`src/rtl/i2s_receiver.sv`:
```
// I2S (Philips) receiver: synchronises BCLK/WS/SD into master_clk, deserialises
// MSB-first left/right words and presents them as a stereo pair with a valid strobe.
module i2s_receiver #(
    parameter int SAMPLE_WIDTH = 16,
    parameter int SYNC_STAGES  = 2
) (
    input  logic                           master_clk,
    input  logic                           rst,
    input  logic                           i2s_bclk,
    input  logic                           i2s_ws,
    input  logic                           i2s_sd,
    output logic signed [SAMPLE_WIDTH-1:0] left_sample,
    output logic signed [SAMPLE_WIDTH-1:0] right_sample,
    output logic                           sample_valid,
    output logic                           locked,
    output logic                           word_error
);

    localparam int CW = $clog2(SAMPLE_WIDTH + 1);
    typedef logic [CW-1:0] cnt_t;
    localparam cnt_t FULL = cnt_t'(SAMPLE_WIDTH);

    typedef enum logic {
        UNLOCKED = 1'b0,
        LOCKED   = 1'b1
    } state_t;

    logic [SYNC_STAGES-1:0] bclk_sync;
    logic [SYNC_STAGES-1:0] ws_sync;
    logic [SYNC_STAGES-1:0] sd_sync;
    logic                   bclk_prev;
    logic                   bit_rise;
    logic                   ws_bit;
    logic                   sd_bit;

    state_t                   state, state_next;
    logic                     primed, primed_next;
    logic                     ws_prev, ws_prev_next;
    logic [SAMPLE_WIDTH-1:0]  shift_reg, shift_next;
    cnt_t                     bit_cnt, cnt_next;
    logic                     have_left, have_left_next;
    logic signed [SAMPLE_WIDTH-1:0] left_next, right_next;
    logic                     valid_next, err_next;

    logic                     room;
    logic [SAMPLE_WIDTH-1:0]  shifted;
    cnt_t                     captured;
    logic [SAMPLE_WIDTH-1:0]  word;

    // bit_rise, ws_bit and sd_bit are registered together so the sampled
    // WS/SD stay aligned with the edge pulse.
    always_ff @(posedge master_clk) begin
        if (!rst) begin
            bclk_sync <= '0;
            ws_sync   <= '0;
            sd_sync   <= '0;
            bclk_prev <= 1'b0;
            bit_rise  <= 1'b0;
            ws_bit    <= 1'b0;
            sd_bit    <= 1'b0;
        end else begin
            bclk_sync <= {bclk_sync[SYNC_STAGES-2:0], i2s_bclk};
            ws_sync   <= {ws_sync[SYNC_STAGES-2:0], i2s_ws};
            sd_sync   <= {sd_sync[SYNC_STAGES-2:0], i2s_sd};
            bclk_prev <= bclk_sync[SYNC_STAGES-1];
            bit_rise  <= bclk_sync[SYNC_STAGES-1] & ~bclk_prev;
            ws_bit    <= ws_sync[SYNC_STAGES-1];
            sd_bit    <= sd_sync[SYNC_STAGES-1];
        end
    end

    always_ff @(posedge master_clk) begin
        if (!rst) begin
            state        <= UNLOCKED;
            primed       <= 1'b0;
            ws_prev      <= 1'b0;
            shift_reg    <= '0;
            bit_cnt      <= '0;
            have_left    <= 1'b0;
            left_sample  <= '0;
            right_sample <= '0;
            sample_valid <= 1'b0;
            word_error   <= 1'b0;
        end else begin
            state        <= state_next;
            primed       <= primed_next;
            ws_prev      <= ws_prev_next;
            shift_reg    <= shift_next;
            bit_cnt      <= cnt_next;
            have_left    <= have_left_next;
            left_sample  <= left_next;
            right_sample <= right_next;
            sample_valid <= valid_next;
            word_error   <= err_next;
        end
    end

    assign room     = bit_cnt < FULL;
    assign shifted  = room ? {shift_reg[SAMPLE_WIDTH-2:0], sd_bit} : shift_reg;
    assign captured = room ? bit_cnt + cnt_t'(1) : bit_cnt;
    // Short words are left-justified so the missing LSBs read as zero.
    assign word     = shifted << (FULL - captured);

    always_comb begin
        state_next     = state;
        primed_next    = primed;
        ws_prev_next   = ws_prev;
        shift_next     = shift_reg;
        cnt_next       = bit_cnt;
        have_left_next = have_left;
        left_next      = left_sample;
        right_next     = right_sample;
        valid_next     = 1'b0;
        err_next       = 1'b0;

        if (bit_rise) begin
            ws_prev_next = ws_bit;
            // The first edge after reset only establishes the WS reference,
            // so a reset taken while WS=1 is not mistaken for a transition.
            if (!primed) begin
                primed_next = 1'b1;
            end else if (ws_bit != ws_prev) begin
                shift_next = '0;
                cnt_next   = '0;
                if (state == UNLOCKED) begin
                    state_next = LOCKED;
                end else begin
                    err_next = (captured != FULL);
                    if (!ws_prev) begin
                        left_next      = $signed(word);
                        have_left_next = 1'b1;
                    end else begin
                        right_next = $signed(word);
                        if (have_left) begin
                            valid_next     = 1'b1;
                            have_left_next = 1'b0;
                        end
                    end
                end
            end else if (state == LOCKED) begin
                shift_next = shifted;
                cnt_next   = captured;
            end
        end
    end

    assign locked = (state == LOCKED);

endmodule

```
`config.mk`:
```
export PLATFORM = sky130hd
export DESIGN_NAME = i2s_receiver
export DESIGN_NICKNAME = d
export VERILOG_FILES = /design/src/rtl/i2s_receiver.sv
export SDC_FILE = /design/constraint.sdc
export NUM_CORES = 1
export LEC_CHECK = 0
export ABC_AREA = 1
export BUFFER_PORTS_ARGS = -buffer_cell sky130_fd_sc_hd__buf_2
export CORE_ASPECT_RATIO = 0.9
export CORE_MARGIN = 10
export CORE_UTILIZATION = 41
export DETAILED_ROUTE_END_ITERATION = 8
export PLACE_DENSITY = 0.71
export SLEW_MARGIN = 0
export SYNTH_ARGS = -nofsm -noshare
export SYNTH_HDL_FRONTEND = slang
export SYNTH_SLANG_ARGS = --single-unit
```
`constraint.sdc`:
```
create_clock -name master_clk -period 1.8 [get_ports master_clk]
set_input_delay 0.18 -clock master_clk [delete_from_list [all_inputs] [get_ports master_clk]]
set_output_delay 0.18 -clock master_clk [all_outputs]
set_load 0.005 [all_outputs]
```
Word-level counts from Yosys, hierarchy flattened

Index checks and enable logic that the tools add are counted.

Register bits: 69
Output and inout port bits: 35

$add $sub $neg: 2
Order comparisons: 1
Equal/unequal tests: 2
Shift operators: 1
Mux-type cells: 8
Bitwise operators: 3
Reduce and logical (&&, ||, !) cells: 8

Operator list:

| cell                | count |
|---|---|
| $mux 16             | 3 |
| $shl 16x5->16       | 1 |
| $mux 5              | 3 |
| $reduce_and 5->1    | 3 |
| $reduce_and 3->1    | 2 |
| $reduce_and 6->1    | 1 |
| $add 5x1->5 const B | 1 |
| $lt 5x5->1 const B  | 1 |
| $ne 5x5->1 const B  | 1 |
| $sub 5x5->5 const A | 1 |
| $reduce_and 4->1    | 1 |
| $mux 1              | 2 |
| $not 1->1           | 2 |
| $reduce_bool 2->1   | 1 |
| $and 1x1->1         | 1 |
| $ne 1x1->1          | 1 |

Logic depth before layout (Yosys ltp)

Gate-level depths: netlist (run 1).

Word-level depth: 4
Mapped depth: 15

Worst setup path after synthesis (run 1)

Ideal clock, no wire load.

Path kind: register to register
Start point: register bit_cnt[0]
End point: register right_sample[12]
Data arrival time: 1.947 ns
Setup slack: -0.205 ns
Stages on the path, launching flop included: 16
Clock period less this slack: 2.005 ns
Cell sequence: dfxtp_1 ha_1 inv_1 nand2_1 nand2_1 nand2_2 nor2_1 nand2_1 inv_1 ha_1 nor2_4 buf_6 nand2_1 nand2_1 nand2_1 nand2_1

Longest elaborated chain between the ends: 4

Ends and longest elaborated chain:

| element                                          | RTL line | RTL |
|---|---|---|
| start, declared                                  | 40       | `cnt_t bit_cnt, cnt_next;` |
| start signal, assigned                           | 89       | `bit_cnt <= cnt_next;` |
| $add 5x1->5 / $lt 5x5->1 (equally long branches) | 100, 98  |  |
| $mux 5                                           | 100      | `assign captured = room ? bit_cnt + cnt_t'(1) : bit_cnt;` |
| $sub 5x5->5                                      | 102      | `assign word = shifted << (FULL - captured);` |
| $shl 16x5->16 (*)                                | 102      |  |
| end signal, assigned                             | 92       | `right_sample <= right_next;` |
| end, declared                                    | 13       | `output logic signed [SAMPLE_WIDTH-1:0] right_sample,` |

Mark *: on every way between the ends. The rest lies on a longest branch, timed or not.
A chain may end at the register's enable or synchronous reset.

Worst setup path after layout (run 1)

Start point: register bit_cnt[0]
End point: register left_sample[2]

Longest elaborated chain between the ends: 4

Ends and longest elaborated chain:

| element                                          | RTL line | RTL |
|---|---|---|
| $add 5x1->5 / $lt 5x5->1 (equally long branches) | 100, 98  |  |
| $mux 5                                           | 100      |  |
| $sub 5x5->5                                      | 102      |  |
| $shl 16x5->16 (*)                                | 102      |  |
| end signal, assigned                             | 91       | `left_sample <= left_next;` |
| end, declared                                    | 12       | `output logic signed [SAMPLE_WIDTH-1:0] left_sample,` |

Marks and branches as above.

==> results of run 1 <==
## cells in the mapped netlist, drive strengths merged
master,number
dfxtp,69
clkinv,1
nand3,54
nand4,2
ha,3
a21oi,33
o21a,6
nor3,1
inv,46
nor2,25
o21ai,32
nand2,249
buf,13
clkbuf,12
a31oi,2
## routing by layer
metal | up-vias | GRT usage [%]
li1 | 1857 | -
met1 | 1634 | 18.2
met2 | 93 | 24.1
met3 | 16 | 4.01
met4 | 0 | 4.32
met5 | - | 0
## power by group
| part | leakage (uW) | switching [uW] | internal (uW) |
|---|---|---|---|
| logic | 0.00143 | 37.2 | 17.2 |
| registers | 0.000558 | 3.42 | 1540 |
| clock network | 0.000119 | 605 | 914 |
## kinds of logic after synthesis
kind of cell	count (synthesis)	share of synthesized area, %
simple gates	331	39.1
compound gates	73	11.0
buf+inv	72	9.06
flops	69	39.7
fa+ha+maj	3	1.08
## metrics by stage
stage / total power [uW] / utilization, % / cell area (sq um) / hold WS (ns)
6_report: 3110 / 54.6 / 4450 / 0.00804
4_1_cts: 3140 / 53.0 / 4320 / 0.00390
3_5_place_dp: 1630 / 49.0 / 4000 / 0.372
2_1_floorplan: 1610 / - / 3510 / 0.278
5_1_grt: 3220 / 54.6 / 4450 / 0.0105
3_3_place_gp: 1630 / 49.0 / 4000 / 0.368
## tightest hold or removal path: stages
cell	delay (ns)
buf_2	0.08
nand2_1	0.04
inv_1	0.04
## how the worst max path moves through the flow
stage	to	cells after the start	from	slack, ns
global placement	right_sample[12]$_SDFFE_PN0P_	8	ws_bit$_SDFF_PN0_	-0.13
detailed placement	right_sample[15]$_SDFFE_PN0P_	8	ws_bit$_SDFF_PN0_	-0.13
global route	left_sample[10]$_SDFFE_PN0P_	13	bit_cnt[0]$_SDFFE_PN0P_	-0.23
CTS	right_sample[5]$_SDFFE_PN0P_	13	bit_cnt[0]$_SDFFE_PN0P_	-0.08
floorplan	right_sample[12]$_SDFFE_PN0P_	15	bit_cnt[1]$_SDFFE_PN0P_	0.01
finish	left_sample[2]$_SDFFE_PN0P_	13	bit_cnt[0]$_SDFFE_PN0P_	-0.1
## repair_timing
action                                 in CTS  in global routing
endpoints found under the hold margin       0                  0
gates resized for setup                    21                 34
buffers inserted                            2                  1
setup endpoints to repair                  33                 32
gates cloned                                0                  1
pin swaps                                   5                 14
## area by class of cell
cell class	count	area [sq um]
fill	774	3700
tap	99	124
timing repair buffer	75	527
multi-input combinational	408	2000
sequential	69	1380
inverter	47	176
clock inverter	6	113
clock buffer	9	124
==> impl_metrics.yaml, run 1 <==
timing:
  final_max_slew_viol_count: 0
  fin_skew_ns: 0.0107
  min_period_ns: 1.90
  finalSetupTns_ns: -1.65
  relSlewSlack_pct: 57.1
  timing.fmax_ghz: 0.527
  worstMarginPinSlew_ns: 0.643
  fin_crit_sh_pct: 106
  setup_viol: 26
  rsz0062_at_grt: "yes"
  setup_ws_ns: -0.0991
  final_hold_viol_count: 0
status:
  violations: "negative setup slack"
  status: "finished with violations"
placement:
  dp.cells: 694
  place_ws_ns: -0.133
  hpwl_mm: 6.35
  portBuffers: 39
  gp_congestion: 0.843
clock_tree:
  clkSinkCount: 69
  clk_path_buf_depth: 2
  postCtsHoldBufs: 0
  clock_latency_ns: 0.36
  cts_tree: "built"
  cts_buffers: 9
  clkTransAtPathRegs_ns: 0.07
  cts.htree.levels: 3
  root_buffer: "clkbuf_8"
floorplan:
  std_cell_rows: 31
  fp.dieH_um: 107
  dieWidth_um: 117
  dieArea_sq_um: 12600
  core-area_sq_um: 8150
  start_util_pct: 42.7
  io-pin-count: 40
routing:
  via_per_inst: 5.05
  drtIter0Drc: 229
  top_layer: "met4"
  avgRoutedWirePerCell_um: 12.7
  first_pass_iters: 5
  wl_met3_um: 498
  ant_nets: 0
  vias: 3600
  wl_met1_mm: 4.09
  wl_met2_mm: 4.33
  drt_wl_total_mm: 9.07
  drc_errors: 0
logic_synthesis:
  synthCells: 548
  netlist.area_leader.share_pct: 39.7
  synth_cell_types: 24
  synthTopCellsByArea: "dfxtp_1, nand2_1, nand3_1"
  ys_seq_elements: 69
  synth_top_area_cell: "dfxtp_1"
  netlist_area_sq_um: 3480
  yosys_warnings: 0
  synth_nets: 556
  syn_area_per_cell_sq_um: 6.35
  yosysSeqAreaShare_pct: 39.7
global_route:
  grt_max_degree: 33
  grt_pass1_wl_mm: 15.2
  gr-total-overflow: 0
  antenna_found_initial: 0
  grt_pass1_vias: 3349
  grt_usage_pct: 14.6
worst_setup_path:
  max_stage_delay_ns: 0.34
  cp_num_buf_inv: 3
  end_kind: "register"
  cpMaxStageDelayCell: "dfxtp_2"
  critPathMostFrequentCell: "nand2_2"
  start_kind: "register"
  rr_worst_depth: 13
  r2r-end: "left_sample[2]$_SDFFE_PN0P_"
  required_ns: 2.09
  crit_type: "reg2reg"
  path_delay_family: "simple AND/OR/NAND/NOR gates"
  crit-reg2reg-launch: "bit_cnt[0]$_SDFFE_PN0P_"
  crit_arrival_ns: 2.19
  worstPathCellList: "ha_4 > inv_2 > nand2_2 > nand2_2 > nand2_4 > nor2_4 > nand2_2 > inv_2 > ha_4 > nor2_4 > buf_6 > nand2_2 > a21oi_2"
  rrSetupSlack_ns: -0.1
  cp_max_fo: 8
final_layout:
  nNetsFinal: 618
  area_growth_pct: 27.9
  fin_cells: 713
  antennaDiodeCount: 0
  layout-drive-gt1-share_pct: 25.4
  layout_common_cells: "nand2_1, dfxtp_1, nand3_1"
  final_common_cell: "nand2_1"
power:
  vdd_drop_max_uv: 450
  power.leakage_uw: 0.00211
  p_per_area_nw_per_um2: 699
worst_hold_path:
  hp-start: "i2s_sd"
  hold_depth: 3
  min_path_type: "in2reg"
  holdPathEnd: "sd_sync[0]$_SDFF_PN0_"
run:
  cap_violations: 0
(Power assumes the default switching activity.)
==> run 2, diff against run 1 <==
--- a/config.mk
+++ b/config.mk
@@ -9,9 +9,9 @@
 export BUFFER_PORTS_ARGS = -buffer_cell sky130_fd_sc_hd__buf_2
 export CORE_ASPECT_RATIO = 0.9
 export CORE_MARGIN = 10
-export CORE_UTILIZATION = 41
+export CORE_UTILIZATION = 52
 export DETAILED_ROUTE_END_ITERATION = 8
-export PLACE_DENSITY = 0.71
+export PLACE_DENSITY = 0.84
 export SLEW_MARGIN = 0
 export SYNTH_ARGS = -nofsm -noshare
 export SYNTH_HDL_FRONTEND = slang
==> run 2 against run 1 <==
The run still ends with negative setup slack left. Routed wire length grew 15%. First-iteration DRC count is 74% higher. Highest routed layer unchanged. Sequential share of layout area is 0.58 points lower. Setup slack lost 0.11 ns. Clock skew shrank 0.0034 ns. Die area shrank 18%. Sequential cell count did not move. Clock-buffer cell count rose by 1. Total power fell by 5.9%. Non-clock buffer count is 9 higher. Largest cell class unchanged. Cell count is the same.
==> impl_metrics.yaml, run 2 (synthesis gave the netlist of run 1 again) <==
routing:
  drtIter0Drc: 399
  drc_errors: 0
  vias: 3889
  via_per_inst: 5.45
  avgRoutedWirePerCell_um: 14.6
  ant_nets: 0
  drt_wl_total_mm: 10.4
  first_pass_iters: 6
worst_hold_path:
  min_path_type: "in2reg"
  hold_depth: 3
  holdPathEnd: "sd_sync[0]$_SDFF_PN0_"
  hp-start: "i2s_sd"
floorplan:
  io-pin-count: 40
  std_cell_rows: 28
  dieWidth_um: 106
  core-area_sq_um: 6550
  fp.dieH_um: 97.6
  dieArea_sq_um: 10400
  start_util_pct: 53.1
power:
  p_per_area_nw_per_um2: 645
  p_switching_uw: 688
  switching_share_pct: 23.5
  clock_power_share_pct: 45.5
  vdd_drop_max_uv: 588
  intPower_uw: 2240
  power.leakage_uw: 0.00221
  combinationalPowerShare_pct: 1.9
  p_seq_share_pct: 52.5
worst_setup_path:
  worstPathCellList: "ha_4 > inv_2 > nand2_2 > nand2_2 > buf_4 > nand2_1 > nand2_1 > buf_4 > o21ai_1 > nand2_1 > nor2_4 > nand2_1 > a31oi_2"
  start_kind: "register"
  critPathMostFrequentCell: "nand2_1"
  r2r-end: "right_sample[10]$_SDFFE_PN0P_"
  end_kind: "register"
  max_stage_delay_ns: 0.34
  rr_worst_depth: 13
  crit_arrival_ns: 2.27
  crit-reg2reg-launch: "bit_cnt[0]$_SDFFE_PN0P_"
  cpMaxStageDelayCell: "dfxtp_2"
  required_ns: 2.07
  cp_max_fo: 6
  rrSetupSlack_ns: -0.21
  crit_type: "reg2reg"
timing:
  timing.fmax_ghz: 0.498
  fin_crit_sh_pct: 112
  finalSetupTns_ns: -3.49
  final_hold_viol_count: 0
  relSlewSlack_pct: 57.9
  fin_skew_ns: 0.00727
  min_period_ns: 2.01
  final_max_slew_viol_count: 0
  setup_ws_ns: -0.209
  setup_viol: 32
  rsz0062_at_grt: "yes"
  worstMarginPinSlew_ns: 0.631
global_route:
  grt_max_degree: 30
  grt_pass1_vias: 3527
  grt_pass1_wl_mm: 16.2
  grt_usage_pct: 18.4
  antenna_found_initial: 0
  gr-total-overflow: 0
clock_tree:
  clock_latency_ns: 0.35
  root_buffer: "clkbuf_8"
  cts.htree.levels: 3
  cts_buffers: 9
  postCtsHoldBufs: 0
  cts_tree: "built"
  clk_path_buf_depth: 2
  clkSinkCount: 69
  clkTransAtPathRegs_ns: 0.08
placement:
  portBuffers: 39
  hpwl_mm: 6.83
  post_dp_cell_area_sq_um: 3950
  dp.cells: 686
  gp_congestion: 0.927
final_layout:
  layout_common_cells: "nand2_1, dfxtp_1, inv_1, nand3_1, buf_2"
  area_growth_pct: 30.5
  fill_cells: 513
  fin_cells: 713
  layout-drive-gt1-share_pct: 27.6
  nNetsFinal: 626
  final_cell_area_sq_um: 4540
  multi_input_area_sq_um: 2070
  regArea_sq_um: 1390
  antennaDiodeCount: 0
  final_common_cell: "nand2_1"
  utilization_pct: 69.3
status:
  status: "finished with violations"
  violations: "negative setup slack"
run:
  cap_violations: 0
run 2: worst max-delay path, delay by kind of cell, from the launching register on:
kind | cells | cell delay, ns
flops | 1 | 0.34
compound gates | 2 | 0.31
fa+ha+maj | 1 | 0.26
simple gates | 7 | 0.68
buf+inv | 3 | 0.34
run 2: how the worst max path moves through the flow:
stage / startpoint / endpoint / slack [ns] / cells after the start
6_report: bit_cnt[0]$_SDFFE_PN0P_ / right_sample[10]$_SDFFE_PN0P_ / -0.21 / 13
5_1_grt: bit_cnt[1]$_SDFFE_PN0P_ / right_sample[10]$_SDFFE_PN0P_ / -0.30 / 13
2_1_floorplan: bit_cnt[1]$_SDFFE_PN0P_ / right_sample[12]$_SDFFE_PN0P_ / 0.01 / 15
4_1_cts: bit_cnt[0]$_SDFFE_PN0P_ / left_sample[5]$_SDFFE_PN0P_ / -0.11 / 13
3_3_place_gp: bit_cnt[1]$_SDFFE_PN0P_ / left_sample[5]$_SDFFE_PN0P_ / -0.08 / 13
3_5_place_dp: bit_cnt[1]$_SDFFE_PN0P_ / left_sample[2]$_SDFFE_PN0P_ / -0.17 / 13
run 2: routing by layer:
| metal | wire [um] | track usage [%] |
|---|---|---|
| met1 | 4210 | 21.4 |
| met2 | 5110 | 31.6 |
| met5 | 0 | 0 |
| met3 | 740 | 5.24 |
| met4 | 334 | 6.24 |
run 2: cell type report:
class                   instances  area share (%)
flip-flops and latches         69            30.5
clock buffers                  10            3.03
inverters                      47            3.94
well taps                      90            2.48
clock inverters                 6            1.57
repair buffers                 84            12.9
multi-input cells             407            45.6
run 2: repair_timing:
action	CTS	global route
gates resized for setup	30	44
buffers inserted	4	7
setup endpoints to repair	33	32
pin swaps	9	10
run 2: per-stage QoR:
| step | setup slack (ns) | hold WS [ns] | power [uW] |
|---|---|---|---|
| 6_report | -0.209 | 0.00553 | 2930 |
| 5_1_grt | -0.300 | 0.0117 | 3000 |
| 4_1_cts | -0.111 | 0.00785 | 2930 |
| 2_1_floorplan | 0.0124 | 0.278 | 1610 |
| 3_5_place_dp | -0.175 | 0.371 | 1630 |
| 3_3_place_gp | -0.0827 | 0.368 | 1630 |
run 2: power groups by stage:
| stage | clock network [uW] | logic (uW) | registers (uW) |
|---|---|---|---|
| floorplan | 0 | 33.5 | 1570 |
| global placement | 0 | 51.7 | 1570 |
| detailed placement | 0 | 53.8 | 1570 |
| CTS | 1340 | 54.6 | 1540 |
| global route | 1400 | 63.4 | 1540 |
| finish | 1330 | 56.4 | 1540 |
==> run 3, diff against run 2 <==
--- a/config.mk
+++ b/config.mk
@@ -8,7 +8,6 @@
 export ABC_AREA = 1
 export BUFFER_PORTS_ARGS = -buffer_cell sky130_fd_sc_hd__buf_2
 export CORE_ASPECT_RATIO = 0.9
-export CORE_MARGIN = 10
 export CORE_UTILIZATION = 52
 export DETAILED_ROUTE_END_ITERATION = 8
 export PLACE_DENSITY = 0.84
==> run 3 against run 2 <==
The flow still finishes with violations (negative setup slack). Hold slack worse by 0.0012 ns. Largest cell class unchanged. Register-to-register slack improved by 0.02 ns. Setup slack improved by 0.023 ns. Critical path depth unchanged. Highest routed layer unchanged. Total power down 0.81%. Global-route usage grew 9.3 points. Cell area is 3.1% lower. Largest power group unchanged. Non-clock buffer count down 10. Clock power hardly changed. Via count is 2.5% lower. Clock-buffer cell count unchanged. Sequential cell count unchanged.
==> impl_metrics.yaml, run 3 (synthesis gave the netlist of run 1 again) <==
status:
  status: "finished with violations"
  violations: "negative setup slack"
final_layout:
  nNetsFinal: 617
  area_growth_pct: 26.4
  layout-drive-gt1-share_pct: 25.2
  layout_common_cells: "nand2_1, dfxtp_1, nand3_1"
  antennaDiodeCount: 0
  final_common_cell: "nand2_1"
  final_cell_area_sq_um: 4400
placement:
  gp_congestion: 0.890
  post_dp_cell_area_sq_um: 3920
  hpwl_mm: 6.09
  portBuffers: 39
routing:
  avgRoutedWirePerCell_um: 13.5
  via_per_inst: 5.41
  vias: 3791
  drt_wl_total_mm: 9.46
  drtIter0Drc: 438
  first_pass_iters: 5
  ant_nets: 0
  drc_errors: 0
worst_setup_path:
  cp_max_fo: 8
  crit_arrival_ns: 2.28
  crit_type: "reg2reg"
  start_kind: "register"
  required_ns: 2.09
  end_kind: "register"
floorplan:
  fp.dieH_um: 79.6
  dieWidth_um: 88.2
  io-pin-count: 40
  dieArea_sq_um: 7020
  core-area_sq_um: 6280
  start_util_pct: 55.4
  std_cell_rows: 27
clock_tree:
  root_buffer: "clkbuf_8"
  clk_path_buf_depth: 2
  clkSinkCount: 69
  cts_buffers: 9
  cts_tree: "built"
  clkTransAtPathRegs_ns: 0.08
  cts.htree.levels: 3
  clock_latency_ns: 0.36
power:
  power.leakage_uw: 0.00213
  vdd_drop_max_uv: 531
  p_per_area_nw_per_um2: 661
global_route:
  grt_usage_pct: 27.7
  grt_pass1_vias: 3461
  grt_pass1_wl_mm: 15.3
  antenna_found_initial: 0
  gr-total-overflow: 0
  grt_max_degree: 33
timing:
  holdWs_ns: 0.00437
  relSlewSlack_pct: 58.3
  rsz0062_at_grt: "yes"
  fin_crit_sh_pct: 110
  worstMarginPinSlew_ns: 0.625
  final_hold_viol_count: 0
  fin_skew_ns: 0.00544
  timing.fmax_ghz: 0.503
  setup_viol: 26
  setup_ws_ns: -0.187
  final_max_slew_viol_count: 0
  min_period_ns: 1.99
run:
  cap_violations: 0
worst_hold_path:
  min_path_type: "in2reg"
[run 3: cell count changes in the layout (fill, tap and decap cells not counted), moves of 4 or more]
cell,before,now
buf_4,38,29
nand2_1,229,223
nand2_2,9,16
nand3_1,39,45
nand3_2,13,8
o21ai_1,6,11
o21ai_2,9,5
[run 3: routing by layer]
metal / vias to the layer above / wire [um] / global-route usage, %
met2: 203 / 4530 / 46.7
met3: 44 / 758 / 5.69
met5: - / 0 / 0
met4: 0 / 300 / 11.8
li1: 1855 / - / -
met1: 1689 / 3870 / 34.2
[run 3: where the power goes]
group | leakage [uW] | switching [uW] | total (uW) | internal [uW]
clock network | 0.0000931 | 657 | 1310 | 649
registers | 0.000558 | 3.29 | 1540 | 1530
logic | 0.00147 | 39.7 | 59.1 | 19.3
total | 0.00213 | 700 | 2900 | 2200
[run 3: worst max-delay path, stage by stage (launching register included)]
cell and delay, ns:
dfxtp_2 0.34, ha_4 0.24, inv_2 0.05, nand2_2 0.07, nand2_4 0.08, nand2_4 0.07
nor2_4 0.10, nand2_2 0.07, inv_2 0.06, ha_4 0.21, nor2_4 0.23, buf_6 0.18
nand2_4 0.06, o21ai_2 0.15
[run 3: metrics by stage]
step / TNS [ns] / setup slack (ns) / util, % / cells / total power [uW]
finish: -3.42 / -0.187 / 70.0 / 701 / 2900
global route: -6.89 / -0.293 / 70.0 / 701 / 2980
CTS: -3.33 / -0.173 / 67.6 / 699 / 2910
detailed placement: -3.97 / -0.203 / 62.3 / 679 / 1630
global placement: -1.41 / -0.0983 / 62.3 / 679 / 1630
floorplan: 0 / 0.0124 / - / 548 / 1610
[run 3: what timing repair did]
action / in CTS / in global routing
pin swaps: 11 / 9
endpoints found under the setup margin: 33 / 32
gates resized for setup: 25 / 37
gates cloned: 0 / 1
endpoints found under the hold margin: 1 / 0
hold buffers: 1 / 0
setup buffers: 3 / 1
[run 3: path summary, 6_finish.rpt]
kind	to	cells after the start	start	slack, ns
setup / recovery	right_sample[1]$_SDFFE_PN0P_	13	bit_cnt[0]$_SDFFE_PN0P_	-0.19
hold / removal	bclk_sync[0]$_SDFF_PN0_	3	i2s_bclk	0.004
setup reg to reg	right_sample[1]$_SDFFE_PN0P_	13	bit_cnt[0]$_SDFFE_PN0P_	-0.19
hold reg to reg	bit_rise$_SDFF_PN0_	1	bclk_prev$_SDFF_PN0_	0.39
[run 3: area by class of cell]
class | count | area, sq um
clock buffers | 10 | 128
fillers | 511 | 1890
well taps | 87 | 109
clock inverters | 6 | 71.3
repair buffers | 74 | 497
flip-flops and latches | 69 | 1380
multi-input cells | 408 | 2030
inverters | 47 | 179
